[src/rtl/pc_sequencer.sv]
// Fetch/PC controller: owns the architectural PC, drives the next-PC mux select,
// sequences the fetch handshake and handles EBREAK halt, misaligned targets and fetch timeouts.
module pc_sequencer #(
  parameter logic [31:0] RESET_VECTOR   = 32'h0000_0000,
  parameter int unsigned TIMEOUT_CYCLES = 16
) (
  input  logic        clk,
  input  logic        rst,
  input  logic        run,
  output logic        fetch_req,
  input  logic        fetch_ack,
  output logic        instr_valid,
  input  logic        branch,
  input  logic        branch_taken,
  input  logic        jal,
  input  logic        jalr,
  input  logic        ebreak,
  input  logic        resume,
  input  logic [31:0] pc_next,
  output logic [1:0]  pc_src,
  output logic [31:0] pc,
  output logic [31:0] pc_plus4,
  output logic        halted,
  output logic        fault,
  output logic [31:0] instret
);

  typedef enum logic [2:0] {
    IDLE,
    FETCH,
    EXEC,
    HALT,
    FAULT
  } state_t;

  localparam logic [1:0] SRC_PLUS4  = 2'b00;
  localparam logic [1:0] SRC_TARGET = 2'b01;
  localparam logic [1:0] SRC_ALU    = 2'b10;
  localparam logic [1:0] SRC_BREAK  = 2'b11;

  // The counter value seen in the last permitted FETCH cycle; its increment
  // would reach TIMEOUT_CYCLES-1, so that cycle faults unless ack arrives.
  localparam logic [7:0] TCNT_LAST = 8'(TIMEOUT_CYCLES - 2);

  state_t     state;
  logic [7:0] tcnt;
  logic       misaligned;

  assign pc_plus4    = pc + 32'd4;
  assign fetch_req   = (state == FETCH);
  assign instr_valid = (state == EXEC);
  assign misaligned  = (pc_next[1:0] != 2'b00);

  always_comb begin
    pc_src = SRC_BREAK;
    if (state == EXEC) begin
      if (ebreak)                     pc_src = SRC_BREAK;
      else if (jalr)                  pc_src = SRC_ALU;
      else if (jal)                   pc_src = SRC_TARGET;
      else if (branch && branch_taken) pc_src = SRC_TARGET;
      else                            pc_src = SRC_PLUS4;
    end
  end

  always_ff @(posedge clk) begin
    if (rst) begin
      state   <= IDLE;
      pc      <= RESET_VECTOR;
      instret <= 32'd0;
      tcnt    <= 8'd0;
      halted  <= 1'b0;
      fault   <= 1'b0;
    end else begin
      case (state)
        IDLE: begin
          tcnt <= 8'd0;
          if (run) state <= FETCH;
        end
        FETCH: begin
          if (fetch_ack) begin
            state <= EXEC;
            tcnt  <= 8'd0;
          end else if (tcnt == TCNT_LAST) begin
            state <= FAULT;
            fault <= 1'b1;
            tcnt  <= 8'd0;
          end else begin
            tcnt <= tcnt + 8'd1;
          end
        end
        EXEC: begin
          if (ebreak) begin
            state  <= HALT;
            halted <= 1'b1;
          end else if (misaligned) begin
            state <= FAULT;
            fault <= 1'b1;
          end else begin
            pc      <= pc_next;
            instret <= instret + 32'd1;
            state   <= FETCH;
          end
        end
        HALT: begin
          // Resuming steps over the EBREAK and counts it as retired.
          if (resume) begin
            pc      <= pc_plus4;
            instret <= instret + 32'd1;
            halted  <= 1'b0;
            state   <= FETCH;
          end
        end
        FAULT: begin
          fault <= 1'b1;
        end
        default: begin
          state  <= FAULT;
          fault  <= 1'b1;
          halted <= 1'b0;
        end
      endcase
    end
  end

endmodule

[config.mk]
export PLATFORM = sky130hd
export DESIGN_NAME = pc_sequencer
export DESIGN_NICKNAME = d
export VERILOG_FILES = /design/src/rtl/pc_sequencer.sv
export SDC_FILE = /design/constraint.sdc
export NUM_CORES = 1
export LEC_CHECK = 0
export ABC_AREA = 1
export CAP_MARGIN = 20
export CORE_ASPECT_RATIO = 1.4
export CORE_UTILIZATION = 52
export DETAILED_ROUTE_END_ITERATION = 10
export GPL_TIMING_DRIVEN = 0
export PLACE_DENSITY = 0.91
export SLEW_MARGIN = 15
export SYNTH_ARGS = -nofsm -noshare
export SYNTH_HDL_FRONTEND = slang
export SYNTH_SLANG_ARGS = --single-unit
[constraint.sdc]
create_clock -name clk -period 3.86 [get_ports clk]
set_clock_uncertainty 0.15 [all_clocks]
set_input_delay 0.965 -clock clk [delete_from_list [all_inputs] [get_ports clk]]
set_output_delay 0.965 -clock clk [all_outputs]
set_load 0.1 [all_outputs]
Word level (Yosys, flattened, before mapping)
Cells that the tools add are included.
- flip-flop bits (word level): 77
- bits in latches: 0
- bits in writable memories: 0
- ROM bits: 0
- output and inout port bits: 102
- word-level logic and storage cells: 68
- memories: 0
- add/subtract/negate cells: 3
- $mul: 0
- div/mod/pow operators: 0
- $lt $le $gt $ge: 0
- equality and inequality tests: 14
- shift operators: 0
- mux-type cells: 31
- bitwise logic cells: 3
- reductions and logical operators: 11
- operators with widths (cell ; number):
    $mux 32 ; 6
    $pmux 32 s2 ; 2
    $add 32x1->32 const B ; 1
    $add 32x3->32 const B ; 1
    $mux 3 ; 6
    $mux 8 ; 2
    $pmux 8 s2 ; 1
    $pmux 3 s5 ; 1
    $ne 2x2->1 const B ; 5
    $add 8x1->8 const B ; 1
    $eq 8x4->1 const B ; 1
    $mux 1 ; 8
    $reduce_and 4->1 ; 2
    $eq 3x2->1 const B ; 2
    $mux 2 ; 3
    $ne 2x1->1 const B ; 3
    $pmux 1 s3 ; 2
    $reduce_bool 2->1 ; 3
    $reduce_and 5->1 ; 1
    $eq 3x1->1 const B ; 1
    $eq 3x3->1 const B ; 1
    $logic_not 3->1 ; 1
    $ne 3x1->1 const B ; 1
    $not 1->1 ; 3
    other kinds (4) ; 4

Depth between registers and ports, before layout
- word-level depth: 6
- mapped depth: 10
- mapped depth without buffers: 10

Worst setup path after synthesis
OpenSTA, ideal clock, no wires.
- path type: flip-flop to output port
- from: register pc[2]
- to: output port pc_plus4[15]
- arrival time: 3.832 ns
- data required time: 2.745 ns
- setup slack: -1.087 ns
- cell stages (with the launch flop): 6
- buffers on the path: 0
- cell sequence: dfxtp_1 -> inv_1 -> nor2_2 -> nand2_2 -> nor2_4 -> xor2_1
- longest elaborated chain between the ends: 1
- RTL lines (what ; line ; text):
    start: declaration ; 21 ; output logic [31:0] pc,
    start signal: assignment ; 99 ; pc <= pc_next;
    start signal: assignment ; 107 ; pc <= pc_plus4;
    $add 32x3->32 ; 49 ; assign pc_plus4 = pc + 32'd4;
    end: declaration ; 22 ; output logic [31:0] pc_plus4,
Every way passes these cells.

Worst setup path in the final report
- from: register pc[2]
- to: output port pc_plus4[11]
Same word-level chain as after synthesis.

==> run_results.csv <==
group,metric,value,unit
synth,synth.distinct_cells,33,
route,ant_nets,0,
synth,yosys.area.top_type_share,0.314,
cells_and_area,fillCellCount,688,
placement,gp_congestion,0.940,
cells_and_area,fin_nets,1012,
sta,hold_viol,0,
synth,async_flop_share,0,
power,leakagePower,2.66,nW
clocking,cts_max_path_buffers,2,
critical_path,arrival,2.64,ns
synth,synth_area_per_cell,6.04,µm²
synth,ys_seq_area_frac,0.314,
synth,syn_area,4900,µm²
worst_hold_path,hp-start,"halted",
sta,rsz0062_at_grt,"no",
power,power_density,497,nW/µm²
worst_hold_path,whs_endpoint,"halted",
synth,yosys.area.top_type,"dfxtp_1",
die,num_io_pins,144,
cells_and_area,seqCellArea,1540,µm²
clocking,cts_buffers,9,
sta,drv_slew,0,
die,dieArea,9830,µm²
power,peakVddDrop,0.000628,V
synth,synth_nets,858,
critical_path,worstPathMaxFanout,5,
synth,synth-warning-count,0,
critical_path,r2r_setup_slack,1.88,ns
worst_hold_path,hold_depth,2,
sta,worst_pin_slew,1.02,ns
outcome,violations,"DRC",
route,wl,15.8,mm
sta,setup_slack,0.104,ns
sta,tns,0,ns
placement,dpl_cell_area,6640,µm²
synth,syn_inst,812,
power,p_total,0.00344,W
critical_path,setup.worst_path.class,"reg -> out",
die,dieWidth,84.1,µm
route,drtPass1Iterations,8,
clocking,insertion_delay,0.34,ns
placement,pre_cts_ws,-0.121,ns
worst_hold_path,hold_path_class,"reg -> reg",
critical_path,regToRegEndpoint,"instret[17]",
grt,grt_pass1_vias,5554,
grt,overflow,0,
synth,synth_edf_count,0,
clocking,htree_levels,3,
placement,place_hpwl,11.6,mm
route,drc,22,
clocking,post-cts-setup-buffers,0,
cells_and_area,antennaDiodeCount,0,
sta,finalSetupViolations,0,
clocking,cts_tree,"built",
synth,synth.most_common_cell,"nand2_1",
synth,yosys_register_bits,77,
clocking,path_clk_slew,0.06,ns
run,maxCapViolCount,0,
die,core,9080,µm²
cells_and_area,stdcell_area,6920,µm²
route,initialDrtViolationCount,417,
sta,fmax,266,MHz
outcome,status,"complete, but fails checks",
route,num_vias,5917,
sta,slew_headroom,0.318,
critical_path,timing.rr.start,"instret[12]",
synth,synth.area.top_cells,"dfxtp_1 (31%), nand2_1 (19%), nor2_1 (9.7%)",
grt,grt_max_degree,13,
clocking,clock-root-buffer,"clkbuf_16",
sta,min_period_over_period,0.973,
synth,yosys-top-cells-count,"nand2_1 (249), nor2_1 (127), inv_1 (82)",
critical_path,cp-end-kind,"output port",
die,die_h,117,µm
synth,synthFlopType,"dfxtp_1",
grt,grt_pass1_wl,25.0,mm
sta,post-route-min-period,3.76,ns
route,routedWlPerCell,14.6,µm
route,vias_per_cell,5.49,
placement,port_buffers,143,
critical_path,required,2.74,ns
clocking,clkSinkCount,77,
grt,grt_use_total,0.322,
die,num_rows,41,
cells_and_area,multi_input_area,3080,µm²
critical_path,worstSetupStartpointType,"register",
critical_path,ff2ff_path_depth,7,
cells_and_area,final_core_util,0.762,
die,start_util,0.540,
cells_and_area,drive_above_1_share,0.0918,
cells_and_area,syn_to_final_growth,41.1,%
grt,antenna_found_initial,0,
## per-layer routing
layer	track usage	wire length, µm	vias to the layer above
met2	0.594	8050	305
met4	0.240	932	0
li1	-	-	2865
met3	0.0491	1110	77
met1	0.333	5650	2670
met5	0	0	-
## cell usage in the layout (no fill, tap or decap), types with 9 or more instances in the layout
cell type / Yosys / layout
a21oi_1: 69 / 69
nand2_1: 249 / 246
nor3_1: 10 / 10
clkbuf_2: 0 / 13
clkbuf_16: 0 / 9
o21ai_0: 41 / 41
dfxtp_1: 77 / 76
clkdlybuf4s50_1: 0 / 116
nor2_2: 10 / 10
clkbuf_1: 10 / 10
inv_1: 82 / 81
nor2_1: 127 / 127
nand3_1: 44 / 44
xor2_1: 21 / 11
## worst max-delay path, stage by stage (launching register included)
cell,delay (ns)
dfxtp_2,0.39
clkinvlp_4,0.14
nor2_2,0.25
nand2_2,0.23
nor2_4,0.27
xor2_4,0.17
clkdlybuf4s15_1,0.84
## how the worst max path moves through the flow
stage | start | endpoint | slack (ns)
6_report | pc[2] | pc_plus4[11] | 0.10
5_1_grt | pc[3] | pc_plus4[12] | 0.003
4_1_cts | pc[2] | pc_plus4[19] | 0.001
3_5_place_dp | ebreak | pc_src[0] | -0.12
3_3_place_gp | ebreak | pc_src[0] | -0.11
2_1_floorplan | pc[3] | pc_plus4[10] | -0.53
## stage by stage
step	instances	hold WS [ns]
6_report	1077	0.310
4_1_cts	1077	0.314
2_1_floorplan	812	0.308
3_5_place_dp	1062	0.303
5_1_grt	1077	0.329
3_3_place_gp	1062	0.291
## sequential cells by signal, summed over array words and instances (netlist names)
register / count
fault: 1
halted: 1
instret: 32
pc: 32
state: 3
tcnt: 8
## cells by family (layout without fill, tap and decap cells)
kind of cell | Yosys count | count (layout) | synth area share
DFF | 77 | 77 | 0.314
AOI/OAI and AO/OA | 124 | 124 | 0.131
adders and majority gates | 4 | 4 | 0.0102
xor gates and xnor gates | 26 | 26 | 0.0465
buffers and inverters | 107 | 265 | 0.0904
and+or+nand+nor | 474 | 474 | 0.407
## layout make-up
cell class              count  share of cell area
plain buffers              24              0.0190
clock inverters             4              0.0137
well taps                 107              0.0194
inverters                  83              0.0456
repair buffers            143               0.197
clock buffers              11              0.0365
flip-flops and latches     77               0.223
multi-input cells         628               0.445
## where the power goes
group	internal, W	switching [W]	total, W
clock	0.000662	0.000335	0.000997
combinational	0.000338	0.00112	0.00146
sequential	0.000870	0.000112	0.000981
total	0.00187	0.00157	0.00344
## what timing repair did
action / CTS / global route
hold buffers: 0 / 0
endpoints found under the setup margin: 25 / 18
resized for setup: 32 / 28
(Power assumes the default switching activity.)
